<file path="src/rtl/bin2dec_seq_if.sv">
// Handshake bundle between a result producer and the bin2dec_seq converter.
// Carries the start/value request, the ready/done status and the converted result.
// master drives the request; slave (the converter) drives status and result.
interface bin2dec_seq_if #(
    parameter int WIDTH  = 32,
    parameter int DIGITS = 10
) ();
    localparam int NDW = $clog2(DIGITS + 1);

    logic                  start;
    logic [WIDTH-1:0]      value;
    logic                  ready;
    logic                  done;
    logic [4*DIGITS-1:0]   bcd;
    logic                  negative;
    logic [NDW-1:0]        num_digits;

    modport master (
        output start, value,
        input  ready, done, bcd, negative, num_digits
    );

    modport slave (
        input  start, value,
        output ready, done, bcd, negative, num_digits
    );
endinterface

</file>
<file path="src/rtl/bin2dec_seq.sv">
// Iterative double-dabble binary-to-BCD converter with sign and digit count.
// Latency: start accepted at E0, done pulses after edge E(WIDTH+1).
// Backpressure: ready=0 while busy; start during busy is dropped, not queued.
module bin2dec_seq #(
    parameter int WIDTH  = 32,
    parameter int DIGITS = 10,
    parameter bit SIGNED = 1'b1
) (
    input  logic           clk,
    input  logic           rst,
    bin2dec_seq_if.slave   bus
);
    localparam int NDW = $clog2(DIGITS + 1);
    localparam int CW  = $clog2(WIDTH + 1);
    // ceil(WIDTH * log10(2)) in integer arithmetic
    localparam int MIN_DIGITS = (WIDTH * 30103 + 99999) / 100000;

    if (DIGITS < MIN_DIGITS) begin : g_digits_too_small
        $error("bin2dec_seq: DIGITS too small for WIDTH");
    end

    typedef enum logic [1:0] {
        IDLE,
        SHIFT,
        FINISH
    } state_t;

    state_t                state;
    logic [CW-1:0]         cnt;
    logic [WIDTH-1:0]      mag;
    logic [4*DIGITS-1:0]   work;
    logic                  neg;

    logic                  in_neg;
    logic [WIDTH-1:0]      in_mag;
    logic [4*DIGITS-1:0]   work_adj;
    logic [NDW-1:0]        sig_digits;

    // Sign and magnitude of the incoming value; the most negative value maps to 2^(WIDTH-1)
    always_comb begin
        in_neg = SIGNED && bus.value[WIDTH-1];
        in_mag = bus.value;
        if (in_neg) begin
            in_mag = (~bus.value) + WIDTH'(1);
        end
    end

    // Add-3 correction on every nibble that would overflow past 9 after the shift
    always_comb begin
        work_adj = work;
        for (int k = 0; k < DIGITS; k++) begin
            if (work[4*k +: 4] >= 4'd5) begin
                work_adj[4*k +: 4] = work[4*k +: 4] + 4'd3;
            end
        end
    end

    // Highest non-zero digit position + 1; zero still shows one digit
    always_comb begin
        sig_digits = NDW'(1);
        for (int k = 0; k < DIGITS; k++) begin
            if (work[4*k +: 4] != 4'd0) begin
                sig_digits = NDW'(k + 1);
            end
        end
    end

    // Control FSM with registered handshake and result outputs
    always_ff @(posedge clk or posedge rst) begin
        if (rst) begin
            state          <= IDLE;
            cnt            <= '0;
            mag            <= '0;
            work           <= '0;
            neg            <= 1'b0;
            bus.ready      <= 1'b1;
            bus.done       <= 1'b0;
            bus.bcd        <= '0;
            bus.negative   <= 1'b0;
            bus.num_digits <= NDW'(1);
        end else begin
            bus.done <= 1'b0;
            case (state)
                IDLE: begin
                    if (bus.start) begin
                        neg       <= in_neg;
                        mag       <= in_mag;
                        work      <= '0;
                        cnt       <= CW'(WIDTH);
                        state     <= SHIFT;
                        bus.ready <= 1'b0;
                    end
                end
                SHIFT: begin
                    // magnitude MSB enters digit 0 LSB
                    work <= {work_adj[4*DIGITS-2:0], mag[WIDTH-1]};
                    mag  <= {mag[WIDTH-2:0], 1'b0};
                    cnt  <= cnt - CW'(1);
                    if (cnt == CW'(1)) begin
                        state <= FINISH;
                    end
                end
                FINISH: begin
                    bus.bcd        <= work;
                    bus.negative   <= neg;
                    bus.num_digits <= sig_digits;
                    bus.done       <= 1'b1;
                    bus.ready      <= 1'b1;
                    state          <= IDLE;
                end
                default: begin
                    state     <= IDLE;
                    bus.ready <= 1'b1;
                end
            endcase
        end
    end
endmodule

</file>
<file path="src/flat_wrapper.sv">
// flat-port wrapper written by rule: the top's interface ports become plain ports
module bin2dec_seq_flat 
#(
    parameter int WIDTH  = 32,
    parameter int DIGITS = 10,
    parameter bit SIGNED = 1'b1
)
  (clk, rst, bus_start, bus_value, bus_ready, bus_done, bus_bcd, bus_negative, bus_num_digits);
  bin2dec_seq_if #(.WIDTH(WIDTH), .DIGITS(DIGITS)) bus_i ();
  input  logic clk;
  input  logic rst;
  input wire logic [$bits(bus_i.start)-1:0] bus_start;
  input wire logic [$bits(bus_i.value)-1:0] bus_value;
  output wire logic [$bits(bus_i.ready)-1:0] bus_ready;
  output wire logic [$bits(bus_i.done)-1:0] bus_done;
  output wire logic [$bits(bus_i.bcd)-1:0] bus_bcd;
  output wire logic [$bits(bus_i.negative)-1:0] bus_negative;
  output wire logic [$bits(bus_i.num_digits)-1:0] bus_num_digits;
  assign bus_i.start = bus_start;
  assign bus_i.value = bus_value;
  assign bus_ready = bus_i.ready;
  assign bus_done = bus_i.done;
  assign bus_bcd = bus_i.bcd;
  assign bus_negative = bus_i.negative;
  assign bus_num_digits = bus_i.num_digits;
  bin2dec_seq #(.WIDTH(WIDTH), .DIGITS(DIGITS), .SIGNED(SIGNED)) u_core (.clk(clk), .rst(rst), .bus(bus_i));
endmodule
</file>
<file path="config.mk">
export PLATFORM = sky130hd
export DESIGN_NAME = bin2dec_seq_flat
export DESIGN_NICKNAME = d
export VERILOG_FILES = /design/src/rtl/bin2dec_seq_if.sv /design/src/rtl/bin2dec_seq.sv /design/src/flat_wrapper.sv
export SDC_FILE = /design/constraint.sdc
export NUM_CORES = 1
export LEC_CHECK = 0
export CORE_ASPECT_RATIO = 1.2
export CORE_UTILIZATION = 50
export CTS_CLUSTER_DIAMETER = 80
export DETAILED_ROUTE_END_ITERATION = 6
export GPL_ROUTABILITY_DRIVEN = 0
export GPL_TIMING_DRIVEN = 0
export PLACE_DENSITY = 0.86
export SLEW_MARGIN = 10
export SYNTH_ARGS = -nofsm -noshare
export SYNTH_HDL_FRONTEND = slang
export SYNTH_SLANG_ARGS = --single-unit
</file>
<file path="constraint.sdc">
create_clock -name clk -period 3.67 [get_ports clk]
set_input_delay 0.5505 -clock clk [delete_from_list [all_inputs] [get_ports clk]]
set_output_delay 0.5505 -clock clk [all_outputs]
set_load 0.01 [all_outputs]
</file>
## After elaboration in Yosys (flattened, before gate mapping)

Cells that the tools add are included.

| storage, ports and cells | value |
|---|---|
| output and inout port bits | 47 |
| register bits | 128 |
| input port bits | 35 |

| operators by class | value |
|---|---|
| magnitude comparators | 10 |
| add/sub/neg operators | 12 |
| bitwise operators | 2 |
| equality and inequality tests | 5 |
| reductions and logical operators | 15 |
| mux-type cells | 32 |

Operators by type and width:

| kind | count |
|---|---|
| $pmux W40 S2 | 1 |
| $mux W32 | 2 |
| $pmux W32 S2 | 1 |
| $mux W4 | 12 |
| $ge A4 B3 Y1 const B | 10 |
| $mux W40 | 1 |
| $add A4 B2 Y4 const B | 9 |
| $reduce_bool A4 Y1 | 9 |
| $add A32 B1 Y32 const B | 1 |
| $not A32 Y32 | 1 |
| $mux W3 | 5 |
| $pmux W6 S2 | 1 |
| $mux W2 | 4 |
| $reduce_and A2 Y1 | 4 |
| $eq A6 B1 Y1 const B | 1 |
| $mux W6 | 1 |
| $sub A6 B1 Y6 const B | 1 |
| $pmux W2 S2 | 1 |
| $add A3 B2 Y3 const B | 1 |
| $eq A2 B1 Y1 const B | 1 |
| $eq A2 B2 Y1 const B | 1 |
| $logic_not A2 Y1 | 1 |
| $mux W1 | 2 |
| $ne A2 B1 Y1 const B | 1 |
| other kinds (4) | 4 |

## Longest topological paths before layout

Gate-level depths: netlist (run 1).

| logic depth | value |
|---|---|
| depth after elaboration | 10 |
| gate-level depth with buffers | 7 |
| gate-level depth less buffers | 7 |

## Worst setup path before layout (run 1)

No wires, ideal clock.

| timing path | value |
|---|---|
| path kind | input port to flip-flop |
| start point | input port bus_value[1] |
| end point | register u_core.mag[29] |
| path buffers | 0 |
| slack | 1.658 ns |
| arrival time | 1.885 ns |
| required time | 3.543 ns |
| stages on the path | 5 |
| cells stage by stage | or4_4 > nand3b_4 > o41ai_2 > xor2_1 > o21ai_1 |

| on the way | value |
|---|---|
| cells in the longest elaborated chain, start to end | 5 |

RTL lines:

| element | RTL line | text |
|---|---|---|
| start, declared | flat_wrapper.sv:13 | `input wire logic [$bits(bus_i.value)-1:0] bus_value;` |
| $not A32 Y32 | bin2dec_seq.sv:44 | `in_mag = (~bus.value) + WIDTH'(1);` |
| $add A32 B1 Y32 | bin2dec_seq.sv:44 |  |
| $mux W32 | bin2dec_seq.sv:43 | `if (in_neg) begin` |
| $mux W32 | bin2dec_seq.sv:85 | `if (bus.start) begin` |
| $pmux W32 S2 | bin2dec_seq.sv:83 | `case (state)` |
| end signal, assigned | bin2dec_seq.sv:87 | `mag <= in_mag;` |
| end signal, assigned | bin2dec_seq.sv:97 | `mag <= {mag[WIDTH-2:0], 1'b0};` |
| end, declared | bin2dec_seq.sv:30 | `logic [WIDTH-1:0] mag;` |

Every way passes these cells. The select of a mux whose other input is x is not followed.
A chain may end at the register's enable or synchronous reset.

## Worst setup path in the final report (run 1)

| timing path | value |
|---|---|
| start point | register u_core.state[0] |
| end point | register u_core.work[11] |

| on the way | value |
|---|---|
| cells in the longest elaborated chain, start to end | 3 |
| elaborated cells on any way between the ends | 6 |

RTL lines:

| element | RTL line | text |
|---|---|---|
| start, declared | bin2dec_seq.sv:28 | `state_t state;` |
| start signal, assigned | bin2dec_seq.sv:71 | `state <= IDLE;` |
| start signal, assigned | bin2dec_seq.sv:90 | `state <= SHIFT;` |
| start signal, assigned | bin2dec_seq.sv:100 | `state <= FINISH;` |
| $eq A2 B1 Y1 / $logic_not A2 Y1 (equally long branches) | bin2dec_seq.sv:83 |  |
| $reduce_bool A2 Y1 (no line) / $ne A2 B2 Y1 (equally long branches) | - |  |
| $reduce_and A2 Y1 (no line) | - |  |
| end signal, assigned | bin2dec_seq.sv:96 | `work <= {work_adj[4*DIGITS-2:0], mag[WIDTH-1]};` |
| end, declared | bin2dec_seq.sv:31 | `logic [4*DIGITS-1:0] work;` |

Parallel ways exist; a longest one is shown, timed or not.

==> flow_metrics.env, run 1 <==
export IMPL_status="complete, but fails checks"
export IMPL_violations="DRC"
export IMPL_core_area_um2=12670
export IMPL_vias=5676
export IMPL_rrSetupSlack_ns=1.01
export IMPL_root_buffer="clkbuf_16"
export IMPL_end_kind="flip-flop"
export IMPL_r2r_end="u_core.work[11]$_DFFE_PP0P_"
export IMPL_numCtsBuffers=17
export IMPL_cts_max_level=4
export IMPL_multiInputGateArea_um2=3072
export IMPL_path_clk_slew_ns=0.06
export IMPL_synth_nets=732
export IMPL_maxSlewViolCount=0
export IMPL_start_kind="flip-flop"
export IMPL_cp_arrival_ns=2.98
export IMPL_p_per_area_nw_per_um2=845.0
export IMPL_hold_class="in -> async"
export IMPL_die_w_um=106.2
export IMPL_portBuffers=81
export IMPL_clk_insertion_delay_late_ns=0.43
export IMPL_regToRegStartpoint="u_core.state[0]$_DFFE_PP0P_"
export IMPL_synthFlopType="dfrtp_1"
export IMPL_peakVddDrop_mv=0.3730
export IMPL_dr_pass1_iters=7
export IMPL_hold_viol=0
export IMPL_grt_usage_pct=25.92
export IMPL_fin_crit_ns=2.664
export IMPL_ys_ff_latch=128
export IMPL_start_util_pct=51.40
export IMPL_drive_above_1_share_pct=6.953
export IMPL_synth_distinct_cells=51
export IMPL_fp_dieH_um=127.0
export IMPL_postCtsResizedCells=0
export IMPL_synth_async_reset_ratio_pct=100.0
export IMPL_fin_skew_ns=0.007748
export IMPL_cts_hold_fix_buffers=0
export IMPL_fmaxAchievable_mhz=375.4
export IMPL_io_pin_count=82
export IMPL_cellLeakagePower_nw=3.529
export IMPL_grt_pass1_vias=5661
export IMPL_post_cts_buffers=0
export IMPL_final_cell_mix="dfrtp_1, nand2_1, clkdlybuf4s50_1"
export IMPL_syn_avg_cell_area_um2=9.661
export IMPL_grt_overflow=0
export IMPL_yosys_warnings=0
export IMPL_critPathKind="reg -> reg"
export IMPL_cts_tree="done"
export IMPL_post_drt_wl_per_cell_um=17.23
export IMPL_hpwlAfterDp_um=11150
export IMPL_diodes=0
export IMPL_die_area_um2=13490
export IMPL_rr_worst_depth=6
export IMPL_seq_area_um2=3206
export IMPL_drt_iter0_markers=326
export IMPL_grt_antenna_before_repair=0
export IMPL_fill_cells=978
export IMPL_drv_cap=0
export IMPL_fin_nets=836
export IMPL_num_rows=45
export IMPL_finalSetupViolCount=0
export IMPL_area_growth_pct=26.46
export IMPL_clockBufferDepth=2
export IMPL_via_per_inst=5.943
export IMPL_ant_nets=0
export IMPL_synth_edff_count=0
export IMPL_max_slew_margin_pct=33.71
export IMPL_grt_max_degree=35
export IMPL_drc=9
export IMPL_syn_area_um2=6511
export IMPL_post_route_period_util_pct=72.58
export IMPL_worst_pin_slew_ns=0.9906
export IMPL_routed_wl_um=16450
export IMPL_final_util_pct=65.00
export IMPL_tns_ns=0
export IMPL_rsz0062_at_grt="false"
export IMPL_synthCells=674
export IMPL_yosysSeqAreaShare_pct=49.23
export IMPL_final_common_cell="dfrtp_1"
export IMPL_cts_sinks=128
export IMPL_crit_fanout=10
export IMPL_crit_required_ns=3.98
export IMPL_grt_pass1_wl_um=27320
==> synthesized netlist by cell type, types with 2 or more instances <==
master | instances | area share, %
o22ai_1 | 33 | 3.2
buf_1 | 5 | 0.29
o21ai_0 | 60 | 4.6
o31ai_1 | 20 | 2.3
mux2i_1 | 3 | 0.46
clkbuf_1 | 27 | 1.6
a211oi_1 | 3 | 0.35
or3_1 | 4 | 0.38
nand3b_4 | 2 | 0.61
nor2_1 | 30 | 1.7
or3b_2 | 2 | 0.27
or4b_1 | 2 | 0.31
dfrtp_1 | 126 | 48
nand2b_1 | 13 | 1.2
inv_1 | 29 | 1.7
xnor2_1 | 15 | 2.0
a21oi_1 | 38 | 2.9
dfstp_2 | 2 | 0.81
xor2_1 | 28 | 3.8
a22oi_1 | 17 | 2.0
ha_1 | 23 | 4.4
o32ai_1 | 6 | 0.81
nor4_4 | 3 | 0.98
nand2_1 | 112 | 6.5
nor3_1 | 6 | 0.46
o41ai_2 | 3 | 0.75
nand3_1 | 5 | 0.38
o21ai_1 | 16 | 1.2
a32o_1 | 11 | 1.7
o41ai_1 | 3 | 0.40
nor3b_1 | 5 | 0.58
or4_1 | 3 | 0.35
==> report_power, final <==
group	switching, mW	internal (mW)	leakage [nW]
Clock	0.623	1.17	0.300
Combinational	1.50	1.20	1.63
Sequential	0.459	2.01	1.60
==> metrics by stage <==
stage	total power [mW]	cells	instance area (um^2)	setup WS (ns)	hold WS [ns]
2_1_floorplan	4.054	674	6515	1.540	0.4386
5_1_grt	7.357	955	8234	0.8185	0.4922
3_5_place_dp	5.086	923	7611	0.7237	0.4635
3_3_place_gp	4.933	919	7531	0.4312	0.4579
6_report	6.958	955	8234	1.006	0.4672
4_1_cts	6.941	955	8234	1.115	0.4794
==> logic make-up (layout without fill, tap and decap cells) <==
group,count (synthesis),after routing,synth area share [%]
xor gates and xnor gates,43,43,5.784
adders and majority gates,23,23,4.420
DFF,128,128,49.23
and+or+nand+nor,199,199,15.43
buffers and inverters,62,179,3.593
AOI/OAI and AO/OA,216,216,21.08
muxes,3,3,0.4612
==> final cells by class <==
class                           count  share of cell area (%)
Clock inverter                     10                   1.930
Tap cell                          164                   2.492
Inverter                           29                   1.368
Sequential cell                   128                   38.93
Multi-Input combinational cell    484                   37.30
Buffer                             33                   1.520
Clock buffer                       22                   5.637
Timing Repair Buffer               85                   10.82
==> sequential cells by signal (all words and copies together) (netlist names) <==
| name | cells |
|---|---|
| u_core.mag | 32 |
| u_core.cnt | 6 |
| u_core.bus.bcd | 40 |
| u_core.bus.negative | 1 |
| u_core.bus.num_digits | 4 |
| u_core.work | 40 |
| u_core.neg | 1 |
| u_core.bus.done | 1 |
| u_core.state | 2 |
| u_core.bus.ready | 1 |
==> worst max-delay path: stages (launching register included) <==
cell and delay [ns]:
dfrtp_1 0.32, clkbuf_1 0.36, nor2_1 0.11, nor2_1 0.76
clkbuf_1 0.57, o31ai_1 0.18, a32o_1 0.25
==> metal layers <==
metal	routed length (um)	share of wire, %	track usage (%)
met1	6500	40	30.68
met2	8442	51	45.38
met3	1077	6.5	5.102
met4	430	2.6	11.76
met5	0	0	0
==> worst max-delay path by stage <==
stage                                           start                            end  slack, ns  depth (start not counted)
after floorplan                                   rst  u_core.bus.bcd[0]$_DFFE_PP0P_       1.54                          1
after detailed placement                    bus_start    u_core.work[11]$_DFFE_PP0P_       0.72                          6
after global routing      u_core.state[0]$_DFFE_PP0P_      u_core.cnt[2]$_DFFE_PP0P_       0.82                          7
after global placement                            rst     u_core.mag[22]$_DFFE_PP0P_       0.43                          2
after CTS                 u_core.state[0]$_DFFE_PP0P_     u_core.work[3]$_DFFE_PP0P_       1.12                          6
final                     u_core.state[0]$_DFFE_PP0P_    u_core.work[11]$_DFFE_PP0P_       1.01                          6
No activity file was read; power rests on OpenSTA's default activity.
==> run 2: changes to the inputs <==
==> constraint.sdc (replaced) <==
create_clock -name clk -period 2.4 [get_ports clk]
set_input_delay 0.36 -clock clk [delete_from_list [all_inputs] [get_ports clk]]
set_output_delay 0.36 -clock clk [all_outputs]
set_load 0.01 [all_outputs]
==> run 2 against run 1 <==
Effect of this change: the run now ends clean; utilization about the same; cell area about the same; critical path depth is the same; sequential power grew 53%; first-iteration DRC count is 19% higher; critical endpoint is now u_core.mag[17]$_DFFE_PP0P_; largest power group unchanged; via count down 0.18%; flip-flop and latch count unchanged; worst setup slack got worse by 0.90 ns; global-route usage barely moved; fmax increased by 16%.
==> flow_metrics.env, run 2 (synthesis gave the netlist of run 1 again) <==
export IMPL_grt_usage_pct=25.94
export IMPL_critPathKind="reg -> reg"
export IMPL_hold_viol=0
export IMPL_core_area_um2=12670
export IMPL_final_util_pct=65.05
export IMPL_end_kind="flip-flop"
export IMPL_crit_fanout=10
export IMPL_cts_max_level=4
export IMPL_pre_cts_ws_ns=-0.3558
export IMPL_final_common_cell="dfrtp_1"
export IMPL_drc=0
export IMPL_peakVddDrop_mv=0.5690
export IMPL_die_area_um2=13490
export IMPL_fin_crit_ns=2.297
export IMPL_portBuffers=81
export IMPL_drive_above_1_share_pct=7.332
export IMPL_fp_dieH_um=127.0
export IMPL_clockBufferDepth=2
export IMPL_final_cell_count_no_fill=955
export IMPL_setup_slack_ns=0.1031
export IMPL_hold_class="in -> async"
export IMPL_diodes=0
export IMPL_fill_cells=976
export IMPL_area_growth_pct=26.56
export IMPL_routed_wl_um=16420
export IMPL_grt_overflow=0
export IMPL_maxSlewViolCount=0
export IMPL_fin_nets=836
export IMPL_drt_iter0_markers=387
export IMPL_worst_pin_slew_ns=0.7032
export IMPL_p_per_area_nw_per_um2=1292
export IMPL_rsz0062_at_grt="false"
export IMPL_rr_worst_depth=6
export IMPL_dpl_cell_count=923
export IMPL_cp_arrival_ns=2.64
export IMPL_grt_pass1_wl_um=27320
export IMPL_rrSetupSlack_ns=0.10
export IMPL_num_rows=45
export IMPL_fin_skew_ns=0.006731
export IMPL_grt_antenna_before_repair=0
export IMPL_cellLeakagePower_nw=3.533
export IMPL_post_route_period_util_pct=95.70
export IMPL_grt_max_degree=35
export IMPL_max_slew_margin_pct=53.12
export IMPL_cts_hold_fix_buffers=0
export IMPL_fmaxAchievable_mhz=435.4
export IMPL_root_buffer="clkbuf_16"
export IMPL_ant_nets=0
export IMPL_post_drt_wl_per_cell_um=17.19
export IMPL_start_util_pct=51.40
export IMPL_cts_sinks=128
export IMPL_finalSetupViolCount=0
export IMPL_final_cell_mix="dfrtp_1, nand2_1, clkdlybuf4s50_1"
export IMPL_drv_cap=0
export IMPL_cts_tree="done"
export IMPL_status="finished clean"
export IMPL_numCtsBuffers=17
export IMPL_hpwlAfterDp_um=11150
export IMPL_reg_largest_list="u_core.bus.bcd x40, u_core.work x40, u_core.mag x32"
export IMPL_seq_area_um2=3206
export IMPL_vias=5666
export IMPL_dr_pass1_iters=5
export IMPL_holdWs_ns=0.2799
export IMPL_r2r_end="u_core.mag[17]$_DFFE_PP0P_"
export IMPL_path_clk_slew_ns=0.05
export IMPL_multiInputGateArea_um2=3077
export IMPL_crit_required_ns=2.74
export IMPL_regToRegStartpoint="u_core.state[0]$_DFFE_PP0P_"
export IMPL_post_cts_buffers=0
export IMPL_die_w_um=106.2
export IMPL_start_kind="flip-flop"
export IMPL_cp_endpoint="u_core.mag[17]$_DFFE_PP0P_"
export IMPL_clk_insertion_delay_late_ns=0.42
export IMPL_io_pin_count=82
export IMPL_crit_path_start="u_core.state[0]$_DFFE_PP0P_"
export IMPL_grt_pass1_vias=5666
export IMPL_via_per_inst=5.933
-- run 2: cell counts in the layout (fill, tap and decap cells not counted) --
Identical to the previous run, type by type.
-- run 2: what timing repair did --
item	4_1_cts	5_1_grt
pin swaps	0	0
setup endpoints to repair	9	8
resized for setup	1	3
hold endpoints to repair	0	0
-- run 2: area by class of cell --
type                            count  area share (%)
Sequential cell                   128           38.90
Multi-Input combinational cell    484           37.34
Timing Repair Buffer               85           10.81
Clock buffer                       22           5.633
Tap cell                          164           2.490
Clock inverter                     10           1.928
Buffer                             33           1.534
Inverter                           29           1.367
-- run 2: worst max-delay path, cell delays in order (launching register included) --
cell      delay, ns
dfrtp_1        0.36
clkbuf_1       0.24
nand2_1        0.19
clkbuf_1       0.47
clkbuf_1       0.60
o22ai_1        0.19
a21oi_1        0.16
-- run 2: how the worst min path moves through the flow --
| stage | cells past startpoint | end | from | slack [ns] |
|---|---|---|---|---|
| after floorplan | 2 | u_core.bus.negative$_DFFE_PP0P_ | u_core.neg$_DFFE_PP0P_ | 0.44 |
| after global placement | 2 | u_core.bus.bcd[11]$_DFFE_PP0P_ | u_core.bus.bcd[11]$_DFFE_PP0P_ | 0.46 |
| after detailed placement | 2 | u_core.bus.bcd[38]$_DFFE_PP0P_ | u_core.bus.bcd[38]$_DFFE_PP0P_ | 0.46 |
| after CTS | 2 | u_core.bus.bcd[15]$_DFFE_PP0P_ | rst | 0.29 |
| after global routing | 2 | u_core.bus.bcd[14]$_DFFE_PP0P_ | rst | 0.31 |
| final | 2 | u_core.bus.bcd[31]$_DFFE_PP0P_ | rst | 0.28 |
-- run 2: per-stage QoR --
| stage | cell area, um^2 | setup TNS (ns) | total power, mW |
|---|---|---|---|
| floorplan | 6515 | 0 | 6.199 |
| global placement | 7531 | -84.35 | 7.544 |
| detailed placement | 7611 | -5.553 | 7.778 |
| CTS | 8237 | 0 | 10.62 |
| global route | 8240 | 0 | 11.26 |
| finish | 8240 | 0 | 10.64 |
-- run 2: layer usage --
layer	up-vias	part of all wire (%)	wire [um]	track usage (%)
li1	2627	-	-	-
met1	2749	40	6544	30.68
met2	238	51	8427	45.42
met3	52	5.9	976	5.102
met4	0	2.9	469	11.85
met5	-	0	0	0
-- run 2: power breakdown --
part / internal [mW] / switching (mW) / total, mW
logic: 1.83 / 2.29 / 4.12
clock network: 1.79 / 0.951 / 2.74
registers: 3.08 / 0.703 / 3.78
